===== src/rtl/bus_req_queue.sv =====
// bus_req_queue: request buffer in front of one bus master port.
// Clients push read/write requests into a FIFO at full rate. The requests are issued to the
// master port one at a time, in push order. Each completion is returned as a one-cycle
// response strobe.
//
// Ports
//   clk, rstn                        clock (rising edge), asynchronous active-low reset
//   c_valid/c_ready/c_addr/c_wdata/c_mode
//                                    client push interface (c_ready = not full, registered)
//   r_valid/r_mode/r_rdata/r_err     completion strobe with mode, read data and error flag
//   m_valid/m_ready/m_addr/m_wdata/m_mode/m_rdata
//                                    master port handshake (m_ready = 1 means the master is idle)
//   count                            entries held, including the one in flight
//
// Optional feature: define REQ_TIMEOUT_EN to abandon a request that the master never accepts
// (m_ready still high after TIMEOUT_CYCLES cycles in WAIT_BUSY). The abandoned request
// completes with r_err=1. Without the macro, WAIT_BUSY waits forever and r_err is tied to 0.
module bus_req_queue #(
    parameter int unsigned ADDR_WIDTH     = 16,
    parameter int unsigned DATA_WIDTH     = 8,
    parameter int unsigned DEPTH_LOG2     = 2,
    parameter int unsigned TIMEOUT_CYCLES = 16
) (
    input  logic                  clk,
    input  logic                  rstn,
    input  logic                  c_valid,
    output logic                  c_ready,
    input  logic [ADDR_WIDTH-1:0] c_addr,
    input  logic [DATA_WIDTH-1:0] c_wdata,
    input  logic                  c_mode,
    output logic                  r_valid,
    output logic                  r_mode,
    output logic [DATA_WIDTH-1:0] r_rdata,
    output logic                  r_err,
    output logic                  m_valid,
    input  logic                  m_ready,
    output logic [ADDR_WIDTH-1:0] m_addr,
    output logic [DATA_WIDTH-1:0] m_wdata,
    output logic                  m_mode,
    input  logic [DATA_WIDTH-1:0] m_rdata,
    output logic [DEPTH_LOG2:0]   count
);

    localparam int unsigned DEPTH = 2 ** DEPTH_LOG2;
    localparam int unsigned ENT_W = ADDR_WIDTH + DATA_WIDTH + 1;
    localparam logic [DEPTH_LOG2:0]   COUNT_ONE  = 1;
    localparam logic [DEPTH_LOG2:0]   COUNT_FULL = (DEPTH_LOG2 + 1)'(DEPTH);
    localparam logic [DEPTH_LOG2-1:0] PTR_ONE    = 1;

    typedef enum logic [2:0] {StIdle, StIssue, StWaitBusy, StWaitDone, StSettle} state_e;

    // Entry layout: {addr, wdata, mode}
    logic [ENT_W-1:0]      mem_q [DEPTH];
    logic [DEPTH_LOG2-1:0] wr_ptr_q, wr_ptr_d, rd_ptr_q, rd_ptr_d;
    logic [DEPTH_LOG2:0]   count_q, count_d;
    logic                  c_ready_q, c_ready_d;
    state_e                state_q, state_d;
    logic                  m_valid_q, m_valid_d;
    logic [ADDR_WIDTH-1:0] m_addr_q, m_addr_d;
    logic [DATA_WIDTH-1:0] m_wdata_q, m_wdata_d;
    logic                  m_mode_q, m_mode_d;
    logic                  r_valid_q, r_valid_d;
    logic                  r_mode_q, r_mode_d;
    logic [DATA_WIDTH-1:0] r_rdata_q, r_rdata_d;
    logic                  push, pop;
    logic [ENT_W-1:0]      head;

`ifdef REQ_TIMEOUT_EN
    localparam int unsigned TO_W = $clog2(TIMEOUT_CYCLES + 1);
    localparam logic [TO_W-1:0] TO_LAST = TO_W'(TIMEOUT_CYCLES - 1);
    localparam logic [TO_W-1:0] TO_ONE  = 1;
    logic [TO_W-1:0] to_cnt_q, to_cnt_d;
    logic            r_err_q, r_err_d;
`else
    logic unused_timeout;
    assign unused_timeout = ^TIMEOUT_CYCLES;
`endif

    assign push = c_valid && c_ready_q;
    assign head = mem_q[rd_ptr_q];

    always_ff @(posedge clk) begin
        if (push) begin
            mem_q[wr_ptr_q] <= {c_addr, c_wdata, c_mode};
        end
    end

    // Pointers and occupancy; the head stays counted until its completion pops it.
    always_comb begin
        wr_ptr_d = push ? wr_ptr_q + PTR_ONE : wr_ptr_q;
        rd_ptr_d = pop ? rd_ptr_q + PTR_ONE : rd_ptr_q;
        count_d  = count_q;
        if (push && !pop) begin
            count_d = count_q + COUNT_ONE;
        end else if (pop && !push) begin
            count_d = count_q - COUNT_ONE;
        end
        c_ready_d = (count_d != COUNT_FULL);
    end

    always_comb begin
        state_d   = state_q;
        m_valid_d = 1'b0;
        m_addr_d  = m_addr_q;
        m_wdata_d = m_wdata_q;
        m_mode_d  = m_mode_q;
        r_valid_d = 1'b0;
        r_mode_d  = r_mode_q;
        r_rdata_d = r_rdata_q;
        pop       = 1'b0;
`ifdef REQ_TIMEOUT_EN
        to_cnt_d  = to_cnt_q;
        r_err_d   = r_err_q;
`endif
        case (state_q)
            StIdle: begin
                if ((count_q != '0) && m_ready) begin
                    state_d   = StIssue;
                    m_valid_d = 1'b1;
                    m_addr_d  = head[ENT_W-1 -: ADDR_WIDTH];
                    m_wdata_d = head[DATA_WIDTH:1];
                    m_mode_d  = head[0];
                end
            end
            StIssue: begin
                state_d = StWaitBusy;
`ifdef REQ_TIMEOUT_EN
                to_cnt_d = '0;
`endif
            end
            StWaitBusy: begin
                if (!m_ready) begin
                    state_d = StWaitDone;
`ifdef REQ_TIMEOUT_EN
                end else if (to_cnt_q == TO_LAST) begin
                    // Master never accepted: complete the head with an error.
                    state_d   = StIdle;
                    pop       = 1'b1;
                    r_valid_d = 1'b1;
                    r_mode_d  = head[0];
                    r_rdata_d = '0;
                    r_err_d   = 1'b1;
                end else begin
                    to_cnt_d = to_cnt_q + TO_ONE;
`endif
                end
            end
            StWaitDone: begin
                if (m_ready) begin
                    state_d = StSettle;
                end
            end
            StSettle: begin
                state_d   = StIdle;
                pop       = 1'b1;
                r_valid_d = 1'b1;
                r_mode_d  = head[0];
                r_rdata_d = head[0] ? '0 : m_rdata;
`ifdef REQ_TIMEOUT_EN
                r_err_d   = 1'b0;
`endif
            end
            default: state_d = StIdle;
        endcase
    end

    always_ff @(posedge clk or negedge rstn) begin
        if (!rstn) begin
            wr_ptr_q  <= '0;
            rd_ptr_q  <= '0;
            count_q   <= '0;
            c_ready_q <= 1'b1;
            state_q   <= StIdle;
            m_valid_q <= 1'b0;
            m_addr_q  <= '0;
            m_wdata_q <= '0;
            m_mode_q  <= 1'b0;
            r_valid_q <= 1'b0;
            r_mode_q  <= 1'b0;
            r_rdata_q <= '0;
`ifdef REQ_TIMEOUT_EN
            to_cnt_q  <= '0;
            r_err_q   <= 1'b0;
`endif
        end else begin
            wr_ptr_q  <= wr_ptr_d;
            rd_ptr_q  <= rd_ptr_d;
            count_q   <= count_d;
            c_ready_q <= c_ready_d;
            state_q   <= state_d;
            m_valid_q <= m_valid_d;
            m_addr_q  <= m_addr_d;
            m_wdata_q <= m_wdata_d;
            m_mode_q  <= m_mode_d;
            r_valid_q <= r_valid_d;
            r_mode_q  <= r_mode_d;
            r_rdata_q <= r_rdata_d;
`ifdef REQ_TIMEOUT_EN
            to_cnt_q  <= to_cnt_d;
            r_err_q   <= r_err_d;
`endif
        end
    end

    assign c_ready = c_ready_q;
    assign count   = count_q;
    assign m_valid = m_valid_q;
    assign m_addr  = m_addr_q;
    assign m_wdata = m_wdata_q;
    assign m_mode  = m_mode_q;
    assign r_valid = r_valid_q;
    assign r_mode  = r_mode_q;
    assign r_rdata = r_rdata_q;
`ifdef REQ_TIMEOUT_EN
    assign r_err   = r_err_q;
`else
    assign r_err   = 1'b0;
`endif

endmodule

===== config.mk =====
export PLATFORM = sky130hd
export DESIGN_NAME = bus_req_queue
export DESIGN_NICKNAME = d
export VERILOG_FILES = /design/src/rtl/bus_req_queue.sv
export SDC_FILE = /design/constraint.sdc
export NUM_CORES = 1
export LEC_CHECK = 0
export ABC_AREA = 1
export BUFFER_PORTS_ARGS = -buffer_cell sky130_fd_sc_hd__buf_2
export CAP_MARGIN = 20
export CORE_MARGIN = 4
export CORE_UTILIZATION = 40
export CTS_CLUSTER_DIAMETER = 30
export DETAILED_ROUTE_END_ITERATION = 10
export PLACE_DENSITY = 0.66
export SYNTH_ARGS = -nofsm -noshare
export SYNTH_HDL_FRONTEND = slang
export SYNTH_SLANG_ARGS = --single-unit

===== constraint.sdc =====
create_clock -name clk -period 2.4 [get_ports clk]
set_input_delay 0.36 -clock clk [delete_from_list [all_inputs] [get_ports clk]]
set_output_delay 0.36 -clock clk [all_outputs]
set_load 0.1 [all_outputs]

==> out/metrics.yaml <==
grt_pass1_wl_mm: 18.9
placementRows: 43
drt_iter0_drc: 206
finalMaxSlewViolations: 0
ios: 78
rsz0062_at_grt: "false"
clock-root-buffer: "clkbuf_16"
ys_seq_area_share_pct: 73.5
viasPerCell: 4.84
syn_area_um2: 5690
fin_crit_ps: 1750
cp_slowest_cell: "dfrtp_1"
dp.cells: 723
htreeDepth: 4
routed_wl_mm: 11.8
grt_antenna_before_repair: 1
dp_hpwl_mm: 7.27
vias: 3656
finalInstanceArea_um2: 6850
register_area_um2: 4180
clockBufferDepth: 2
crit_top_cell: "nand2_1"
multiInputGateArea_um2: 1330
clock_skew_ps: 10.7
drtAntennaViolNets: 0
synth_cells: 477
drc_errors: 0
hold_class: "primary input to flip-flop"
period_share_pct: 72.9
outcome: "completed"
cts_made_buffers: 17
syn-num-nets: 521
max_cap_viol_count: 0
postPlaceCellArea_um2: 6280
setup_viol: 0
cpPeakStageDelay_ps: 440
crit_path_end_kind: "flip-flop"
gp_congestion: 0.788
grt_max_degree: 52
syn_to_final_growth_pct: 20.5
cts.repair.resized: 0
cp-start-kind: "flip-flop"
avgSynthCellArea_um2: 11.9
path_class: "flip-flop to flip-flop"
clk_latency_ps: 410
design.core.area_um2: 13900
routedWlPerCell_um: 15.6
port_buffers: 76
ys_ff_latch: 147
crit_path_cell_trace: "nor2_1, nand2_1, nand2_1, nand2_1, nand2_1, nand2_1, nor2_1, nand2_1"
dr.pass1.iters: 4
critPathRequiredTime_ps: 2740
track_usage_pct: 15.2
path_clk_slew_ps: 60
dieArea_um2: 16200
fmax_mhz: 571
n_antenna_cell: 0
path_max_fanout: 13
drive_above_1_share_pct: 21.7
die_h_um: 127
cts_tree: "yes"
synth_cell_types: 20
fillCellCount: 1236
final_cell_count_no_fill: 755
synth_warnings: 0
die_w_um: 127
nets: 607
first_global_vias: 3757
reg2reg_slack_ps: 650
crit_arrival_ps: 2090
clock-sinks: 147
hold_viol: 0
overflow: 0
start_util_pct: 41.0
routing by layer:
layer  vias to the layer above  track usage (%)  routed length (um)
met1                      1748             19.0                5000
met4                         2             4.61                 130
met5                         -                0                   7
met2                        95             25.8                6000
li1                       1802                -                   -
met3                         9             4.52                 666
layout by cell type (no fill, tap or decap), drive strengths merged:
cell / Yosys / layout
a21oi: 1 / 1
bufinv: 0 / 2
clkinvlp: 0 / 4
ha: 7 / 7
o22ai: 24 / 24
dfrtp: 46 / 46
clkinv: 0 / 4
nand2: 127 / 127
nand3: 9 / 9
dlygate4sd3: 0 / 1
o21ai: 52 / 52
dfstp: 1 / 1
clkbuf: 12 / 18
nor3: 1 / 1
xor2: 4 / 4
conb: 1 / 1
nor2: 62 / 62
buf: 10 / 88
edfxtp: 100 / 100
inv: 20 / 23
path summary, 6_finish.rpt:
kind                                        start                endpoint  cells past startpoint
min reg2reg                m_addr[15]$_DFFE_PN0P_  m_addr[15]$_DFFE_PN0P_                      2
min in group asynchronous                    rstn  m_wdata[4]$_DFFE_PN0P_                      2
max                        state_q[1]$_DFFE_PN0P_       c_ready$_DFF_PN1_                      8
min                                    m_rdata[1]  r_rdata[1]$_DFFE_PN0N_                      3
max reg2reg                state_q[1]$_DFFE_PN0P_       c_ready$_DFF_PN1_                      8
max in group asynchronous                    rstn       c_ready$_DFF_PN1_                      3
Yosys cell counts, drive strengths merged:
| master | n | area (um2) |
|---|---|---|
| nand3 | 9 | 45.0 |
| clkbuf | 12 | 45.0 |
| inv | 20 | 75.1 |
| o21ai | 52 | 260 |
| ha | 7 | 87.6 |
| nor3 | 1 | 16.3 |
| nor2 | 62 | 235 |
| a21oi | 1 | 8.76 |
| xor2 | 4 | 35.0 |
| dfrtp | 46 | 1150 |
| conb | 1 | 3.75 |
| edfxtp | 100 | 3000 |
| nand2 | 127 | 477 |
| o22ai | 24 | 150 |
| dfstp | 1 | 26.3 |
| buf | 10 | 67.6 |
flip-flops by register name (all words and copies together), names as in the netlist:
name      flops
rd_ptr_q      2
r_rdata       8
r_mode        1
m_mode        1
m_valid       1
m_addr       16
c_ready       1
r_valid       1
wr_ptr_q      2
m_wdata       8
count         3
mem_q       100
state_q       3
metrics by stage:
| stage | utilization [%] | TNS (ps) | setup slack, ps | hold WS, ps |
|---|---|---|---|---|
| 6_report | 49.4 | 0 | 649 | 146 |
| 5_1_grt | 49.4 | 0 | 408 | 136 |
| 4_1_cts | 49.4 | 0 | 620 | 131 |
| 3_5_place_dp | 45.2 | 0 | 692 | 342 |
| 3_3_place_gp | 45.2 | 0 | 753 | 321 |
| 2_1_floorplan | - | -22480 | -225 | 64.4 |
critical path: cells and delay by family, from the launching register on:
kind / cells / cell delay [ps]
flops: 1 / 440
simple gates: 8 / 1230
area by class of cell:
cell class	instances	share of cell area (%)
Sequential cell	147	61.0
Multi-Input combinational cell	288	19.4
Timing Repair Buffer	89	7.01
Inverter	20	1.10
Clock inverter	13	1.94
Tap cell	180	3.29
Clock buffer	18	6.26
kinds of logic (layout without fill, tap and decap cells):
group,Yosys count,after routing,synth area share [%]
AO/OA/AOI/OAI,77,77,7.37
XOR/XNOR,4,4,0.616
adder cells (fa/ha/maj),7,7,1.54
buffers and inverters,42,140,3.30
flip-flops,147,147,73.5
other,1,1,0.0659
AND/OR/NAND/NOR,199,199,13.6
repair_timing:
item                                   4_1_cts  5_1_grt
setup buffers                                0        0
endpoints found under the hold margin       16        0
hold buffers                                 1        0
Power is not shown: default switching activity piles up to over one toggle a cycle in this logic, so the estimate is an artifact.
